--- src/rtl/mem_arbiter.sv ---
// Two-client (icache/dcache) arbiter onto one tagged memory port.
// Round-robin on ties; write bursts hold the data path until the last beat.
module mem_arbiter #(
  parameter int MEM_ADDR_BITS = 28,
  parameter int MEM_TAG_BITS  = 5,
  parameter int MEM_DATA_BITS = 128,
  parameter int WR_BEATS      = 4
) (
  input  logic                           clk,
  input  logic                           reset,
  input  logic [1:0]                     c_req_valid,
  output logic [1:0]                     c_req_ready,
  input  logic [1:0]                     c_req_rw,
  input  logic [2*MEM_ADDR_BITS-1:0]     c_req_addr,
  input  logic [2*(MEM_TAG_BITS-1)-1:0]  c_req_tag,
  input  logic [1:0]                     c_data_valid,
  output logic [1:0]                     c_data_ready,
  input  logic [2*MEM_DATA_BITS-1:0]     c_data_bits,
  input  logic [2*MEM_DATA_BITS/8-1:0]   c_data_mask,
  output logic [1:0]                     c_resp_valid,
  output logic [MEM_TAG_BITS-2:0]        c_resp_tag,
  output logic [MEM_DATA_BITS-1:0]       c_resp_data,
  output logic                           mem_req_valid,
  input  logic                           mem_req_ready,
  output logic                           mem_req_rw,
  output logic [MEM_ADDR_BITS-1:0]       mem_req_addr,
  output logic [MEM_TAG_BITS-1:0]        mem_req_tag,
  output logic                           mem_req_data_valid,
  input  logic                           mem_req_data_ready,
  output logic [MEM_DATA_BITS-1:0]       mem_req_data_bits,
  output logic [MEM_DATA_BITS/8-1:0]     mem_req_data_mask,
  input  logic                           mem_resp_valid,
  input  logic [MEM_TAG_BITS-1:0]        mem_resp_tag,
  input  logic [MEM_DATA_BITS-1:0]       mem_resp_data
);

  localparam int AW = MEM_ADDR_BITS;
  localparam int CT = MEM_TAG_BITS - 1;
  localparam int DW = MEM_DATA_BITS;
  localparam int MW = MEM_DATA_BITS / 8;
  localparam int CW = (WR_BEATS > 1) ? $clog2(WR_BEATS) : 1;
  localparam logic [CW-1:0] LAST = CW'(WR_BEATS - 1);

  typedef enum logic {ARB = 1'b0, WDATA = 1'b1} state_t;

  state_t        state_q, state_d;
  logic          ptr_q, ptr_d;
  logic          owner_q, owner_d;
  logic [CW-1:0] cnt_q, cnt_d;
  logic          win;

  always_comb begin
    unique case (c_req_valid)
      2'b01:   win = 1'b0;
      2'b10:   win = 1'b1;
      default: win = ptr_q;
    endcase
  end

  always_comb begin
    state_d            = state_q;
    ptr_d              = ptr_q;
    owner_d            = owner_q;
    cnt_d              = cnt_q;
    c_req_ready        = 2'b00;
    c_data_ready       = 2'b00;
    mem_req_valid      = 1'b0;
    mem_req_data_valid = 1'b0;
    mem_req_rw         = c_req_rw[win];
    mem_req_addr       = win ? c_req_addr[2*AW-1:AW] : c_req_addr[AW-1:0];
    mem_req_tag        = {win, win ? c_req_tag[2*CT-1:CT] : c_req_tag[CT-1:0]};
    mem_req_data_bits  = owner_q ? c_data_bits[2*DW-1:DW] : c_data_bits[DW-1:0];
    mem_req_data_mask  = owner_q ? c_data_mask[2*MW-1:MW] : c_data_mask[MW-1:0];
    if (!reset) begin
      unique case (state_q)
        ARB: begin
          mem_req_valid    = |c_req_valid;
          c_req_ready[win] = mem_req_ready;
          if (mem_req_valid && mem_req_ready) begin
            ptr_d = ~win;
            if (mem_req_rw) begin
              state_d = WDATA;
              owner_d = win;
              cnt_d   = '0;
            end
          end
        end
        WDATA: begin
          mem_req_data_valid    = c_data_valid[owner_q];
          c_data_ready[owner_q] = mem_req_data_ready;
          if (mem_req_data_valid && mem_req_data_ready) begin
            if (cnt_q == LAST) state_d = ARB;
            else cnt_d = cnt_q + CW'(1);
          end
        end
        default: state_d = ARB;
      endcase
    end
  end

  // Responses bypass the FSM; the tag MSB names the client.
  always_comb begin
    c_resp_valid = 2'b00;
    if (!reset && mem_resp_valid)
      c_resp_valid[mem_resp_tag[CT]] = 1'b1;
    c_resp_tag  = mem_resp_tag[CT-1:0];
    c_resp_data = mem_resp_data;
  end

  always_ff @(posedge clk) begin
    if (reset) begin
      state_q <= ARB;
      ptr_q   <= 1'b0;
      owner_q <= 1'b0;
      cnt_q   <= '0;
    end else begin
      state_q <= state_d;
      ptr_q   <= ptr_d;
      owner_q <= owner_d;
      cnt_q   <= cnt_d;
    end
  end

endmodule

--- config.mk ---
export PLATFORM = sky130hd
export DESIGN_NAME = mem_arbiter
export DESIGN_NICKNAME = d
export VERILOG_FILES = /design/src/rtl/mem_arbiter.sv
export SDC_FILE = /design/constraint.sdc
export NUM_CORES = 1
export LEC_CHECK = 0
export CORE_AREA = 3 3 316 318
export CTS_BUF_LIST = sky130_fd_sc_hd__clkbuf_16
export DETAILED_ROUTE_END_ITERATION = 10
export DIE_AREA = 0 0 319 321
export GPL_TIMING_DRIVEN = 0
export SYNTH_ARGS = -nofsm -noshare
export SYNTH_HDL_FRONTEND = slang
export SYNTH_SLANG_ARGS = --single-unit
--- constraint.sdc ---
create_clock -name clk -period 2.22 [get_ports clk]
set_clock_uncertainty 0.15 [all_clocks]
set_input_delay 0.444 -clock clk [delete_from_list [all_inputs] [get_ports clk]]
set_output_delay 0.444 -clock clk [all_outputs]
set_load 0.02 [all_outputs]
# [Yosys cells after proc, flatten, opt, wreduce, memory -nomap -nowiden]
# Index checks and enable logic that the tools add are counted.
[totals] regBits=5 elab_cells=67 input_bits=496 output_inout_bits=318
[classes] n_addsub=1 order_cmp=6 mux=34 n_bitwise=4 eq_ne=7 reduce_logical=11
[ops] cell="$mux 128" n=1
[ops] cell="$mux 28" n=1
[ops] cell="$mux 2" n=9
[ops] cell="$mux 16" n=1
[ops] cell="$mux 1" n=15
[ops] cell="$logic_and 1x1->1" n=6
[ops] cell="$lt 1x2->1 const B" n=3
[ops] cell="$ne 2x2->1 const B" n=3
[ops] cell="$and 2x2->2" n=2
[ops] cell="$eq 2x2->1 const B" n=2
[ops] cell="$mux 4" n=1
[ops] cell="$pmux 1 s2" n=2
[ops] cell="$pmux 2 s2" n=1
[ops] cell="$reduce_and 4->1" n=1
[ops] cell="$demux 1 s1" n=3
[ops] cell="$ge 1x1->1 const B" n=3
[ops] cell="$reduce_and 3->1" n=1
[ops] cell="$add 2x1->2 const B" n=1
[ops] cell="$eq 2x1->1 const B" n=1
[ops] cell="$ne 2x1->1 const B" n=1
[ops] cell="$not 1->1" n=2
[ops] cell="$reduce_and 2->1" n=1
[ops] cell="$reduce_or 2->1" n=1
[ops] cell="$logic_not 1->1" n=1

# [Logic depth before layout (Yosys ltp)]
[logic_depth] depth_word=9 ltp_mapped=6 ltp_nobuf=5

# [Worst setup path before layout]
# OpenSTA, ideal clock, no wires.
[synth_path] path_kind="input-to-output" start="in c_req_valid[0]" end="out mem_req_addr[10]" slack_ns=-0.276 stages=5 required_time_ns=1.626 arrival_time_ns=1.902 path_buffers=1 cell_sequence="inv_1 ha_1 mux2i_4 buf_2 mux2_2"
[synth_via] elab_chain_cells=3 word_cells_on_any_way=4 classes_between="eq/ne (2); mux (2)"
[synth_rtl] element="start: declaration" line="11" source="input logic [1:0] c_req_valid,"
[synth_rtl] element="$eq 2x2->1 or $eq 2x1->1 (tied branches)" line="53" source="unique case (c_req_valid)"
[synth_rtl] element="$pmux 1 s2 *" line="53"
[synth_rtl] element="$mux 28 *" line="70" source="mem_req_addr = win ? c_req_addr[2*AW-1:AW] : c_req_addr[AW-1:0];"
[synth_rtl] element="end: declaration" line="26" source="output logic [MEM_ADDR_BITS-1:0] mem_req_addr,"
# Every way passes the cells marked *; elsewhere a longest branch is shown, timed or not.

# [Worst setup path after layout]
[layout_path] start="in c_req_valid[0]" end="out mem_req_tag[0]"
[layout_via] elab_chain_cells=3 word_cells_on_any_way=4 classes_between="eq/ne (2); mux (2)"
[layout_rtl] element="$eq 2x2->1 or $eq 2x1->1 (tied branches)" line="53"
[layout_rtl] element="$pmux 1 s2 *" line="53"
[layout_rtl] element="$mux 4 *" line="71" source="mem_req_tag = {win, win ? c_req_tag[2*CT-1:CT] : c_req_tag[CT-1:0]};"
[layout_rtl] element="end: declaration" line="27" source="output logic [MEM_TAG_BITS-1:0] mem_req_tag,"
# Marks and branches as above.

==> impl_metrics.py <==
metrics = {
    "status": {
        "status": "complete, but fails checks",
        "violations": "negative setup slack",
    },
    "timing": {
        "period_share_pct": 116,
        "finalHoldViolCount": 0,
        "slew_viol_final": 0,
        "max_slew_margin_pct": 64.4,
        "worst_pin_slew_ns": 0.533,
        "rsz0062_at_grt": "true",
        "max_freq_mhz": 387,
        "worst_slack_ns": -0.365,
        "period_minus_slack_ns": 2.58,
        "hold_ws_ns": 0.342,
        "finalSetupViolCount": 75,
    },
    "logic_synthesis": {
        "postSynthAreaPerCell_um2": 9.32,
        "yosysTopAreaCellShare_pct": 56.2,
        "synth.most_common_cell": "mux2_2",
        "synth_top_area_cell": "mux2_2",
        "syn_nets": 881,
        "synth_area_leaders": "mux2_2 56%, buf_4 28%, dfxtp_1 2.8%",
        "synthCells": 381,
        "yosysSeqAreaShare_pct": 2.82,
        "synth-edff-count": 0,
        "synth_common_cells": "177 x mux2_2, 133 x buf_4, 18 x buf_2, 7 x nor2_1",
        "synthFlopType": "dfxtp_1",
        "yosys_warnings": 0,
        "synth_cell_types": 29,
        "async_flop_share_pct": 0,
        "ys_ff_latch": 5,
        "syn_area_um2": 3550,
    },
    "route": {
        "dr.pass1.iters": 4,
        "viasPerCell": 2.46,
        "top_layer_used": "met5",
        "ant_nets": 0,
        "wl_per_cell_um": 25.3,
        "wl_met3_um": 6040,
        "drcViolationCount": 0,
        "wl_met1_um": 26600,
        "num_vias": 5935,
        "dr_wl_met2_um": 27700,
        "finalWirelength_um": 60900,
        "initialDrtViolationCount": 188,
    },
    "critical_path": {
        "reg2reg_from": "owner_q",
        "crit_arrival_ns": 1.99,
        "startpoint_type": "input pin",
        "end_kind": "primary output",
        "timing.setup.critical_path_class": "input pin to primary output",
        "cp_max_fo": 5,
        "rr_worst_depth": 7,
        "r2r_end": "cnt_q[1]",
        "rrSetupSlack_ns": 0.20,
        "required_ns": 1.63,
    },
    "grt": {
        "grt_first_pass_wirelength_um": 72400,
        "antenna_found_initial": 11,
        "grt_overflow_total": 0,
        "grt_pass1_vias": 6355,
        "grtUsageTotal_pct": 11.1,
        "grt_max_degree": 11,
    },
    "final_layout": {
        "final_cells": 2411,
        "area_growth_pct": 297,
        "stdcell_area_um2": 14100,
        "fillCellCount": 10900,
        "drive_above_1_share_pct": 52.4,
        "final_nets": 1633,
    },
    "floorplanning": {
        "pin_count": 814,
        "die_x_um": 319,
        "die_area_um2": 102000,
        "core_um2": 96900,
        "die_h_um": 321,
        "start_util_pct": 3.67,
        "placementRows": 114,
    },
    "placed_design": {
        "placed_cells": 2338,
        "dp_slack_ns": -1.87,
        "dpl.hpwl_um": 54300,
        "place_congestion": 0.795,
        "dpl_cell_area_um2": 12100,
        "io_buffers": 681,
    },
    "run": {
        "drv_cap": 0,
    },
    "clocking": {
        "worstSkewPairLatency_ns": 0.23,
        "cts_tree": "done",
        "holdBufCountCts": 0,
        "cts_buffers": 3,
        "clock-sinks": 5,
        "clk_path_buf_depth": 2,
        "clkTransAtPathRegs_ns": 0.03,
        "h-tree-depth": 1,
        "cts_root_buffer": "clkbuf_16",
    },
    "worst_hold_path": {
        "hold_path.startpoint": "cnt_q[0]",
        "hold-path-endpoint": "cnt_q[0]",
        "hold_path_depth": 1,
        "hold_class": "register to register",
    },
    "power_and_ir_drop": {
        "netSwitchingFraction_pct": 40.7,
        "switching_power_mw": 1.60,
        "powerDensity_nw_per_um2": 279,
        "ir_drop_uv": 180,
        "internal_power_mw": 2.33,
        "pwr-share-seq_pct": 2.6,
        "clkPwrFrac_pct": 7.5,
        "leakage_nw": 5.72,
        "comb_power_share_pct": 89.9,
    },
}
[worst max-delay path by stage]
| stage | start | end | cells past startpoint |
|---|---|---|---|
| 6_report | c_req_valid[0] | mem_req_tag[0] | 8 |
| 5_1_grt | c_req_valid[0] | mem_req_tag[0] | 8 |
| 4_1_cts | c_req_valid[0] | mem_req_rw | 8 |
| 3_5_place_dp | owner_q | mem_req_data_bits[74] | 4 |
| 3_3_place_gp | owner_q | mem_req_data_bits[74] | 4 |
| 2_1_floorplan | c_req_valid[0] | mem_req_addr[10] | 5 |
[kinds of logic (layout without fill, tap and decap cells)]
| group | count (synthesis) | in the layout | synth area share [%] |
|---|---|---|---|
| mux | 184 | 184 | 58.8 |
| buf+inv | 159 | 910 | 31.5 |
| simple gates | 22 | 22 | 3.88 |
| compound gates | 7 | 7 | 1.62 |
| flops | 5 | 5 | 2.82 |
| fa+ha+maj | 4 | 4 | 1.41 |
| other cells | 0 | 3 | 0 |
[worst max-delay path, stage by stage]
cell	delay, ns
buf_8	0.10
inv_12	0.03
ha_4	0.27
mux2i_4	0.27
buf_6	0.19
buf_12	0.16
mux2_4	0.35
buf_6	0.15
[layout make-up]
cell class / count / area [µm²] / area share (%)
diodes: 3 / 7.51 / 0.0533
repair buffers: 751 / 8090 / 57.5
inverters: 5 / 33.8 / 0.240
multi-input cells: 217 / 2840 / 20.2
flip-flops and latches: 5 / 104 / 0.738
plain buffers: 150 / 1320 / 9.38
well taps: 1276 / 1600 / 11.3
clock inverters: 1 / 3.75 / 0.0267
clock buffers: 3 / 75.1 / 0.533
[timing repair]
action	4_1_cts	5_1_grt
setup buffers	50	14
setup endpoints to repair	191	166
gates resized for setup	1227	190
pin swaps	2	1
cloned	10	2
[metal layers]
layer,vias to the layer above,track usage [%]
met2,437,18.0
met4,2,1.08
li1,2715,-
met1,2761,14.3
met3,20,4.40
met5,-,0
[through the flow]
stage	util [%]	power, mW	TNS, ns
5_1_grt	14.5	4.12	-15.67
3_3_place_gp	12.5	3.19	-249.96
6_report	14.5	3.93	-11.95
4_1_cts	14.0	3.87	-23.17
2_1_floorplan	-	1.27	-1.81
3_5_place_dp	12.5	3.19	-248.60
[sequential cells by signal (all words and copies together) (netlist names)]
signal   count
ptr_q        1
cnt_q        2
owner_q      1
state_q      1
[power groups by stage]
stage                     registers, mW  clock network [mW]  logic, mW
after floorplan                   0.100                   0       1.17
after global placement            0.103                   0       3.08
after detailed placement          0.103                   0       3.08
after CTS                         0.100               0.302       3.46
after global routing              0.101               0.311       3.71
final                             0.100               0.295       3.53
[cells in the final DEF (no fill, tap or decap), drive strengths merged]
cell,instances
a311oi,1
and3b,1
and4b,1
buf,390
clkbuf,9
clkdlybuf4s15,3
clkdlybuf4s18,1
clkdlybuf4s50,492
dfxtp,5
diode,3
dlygate4sd2,9
ha,4
inv,6
mux2,179
mux2i,5
nand2,2
nand3b,1
nor2,7
nor2b,2
nor3,2
nor3b,1
nor4b,1
nor4bb,2
o211ai,1
o21a,1
o21ai,1
o21ba,2
o311ai,1
or3b,1
or4b,1
Power figures use the tool's default switching activity.
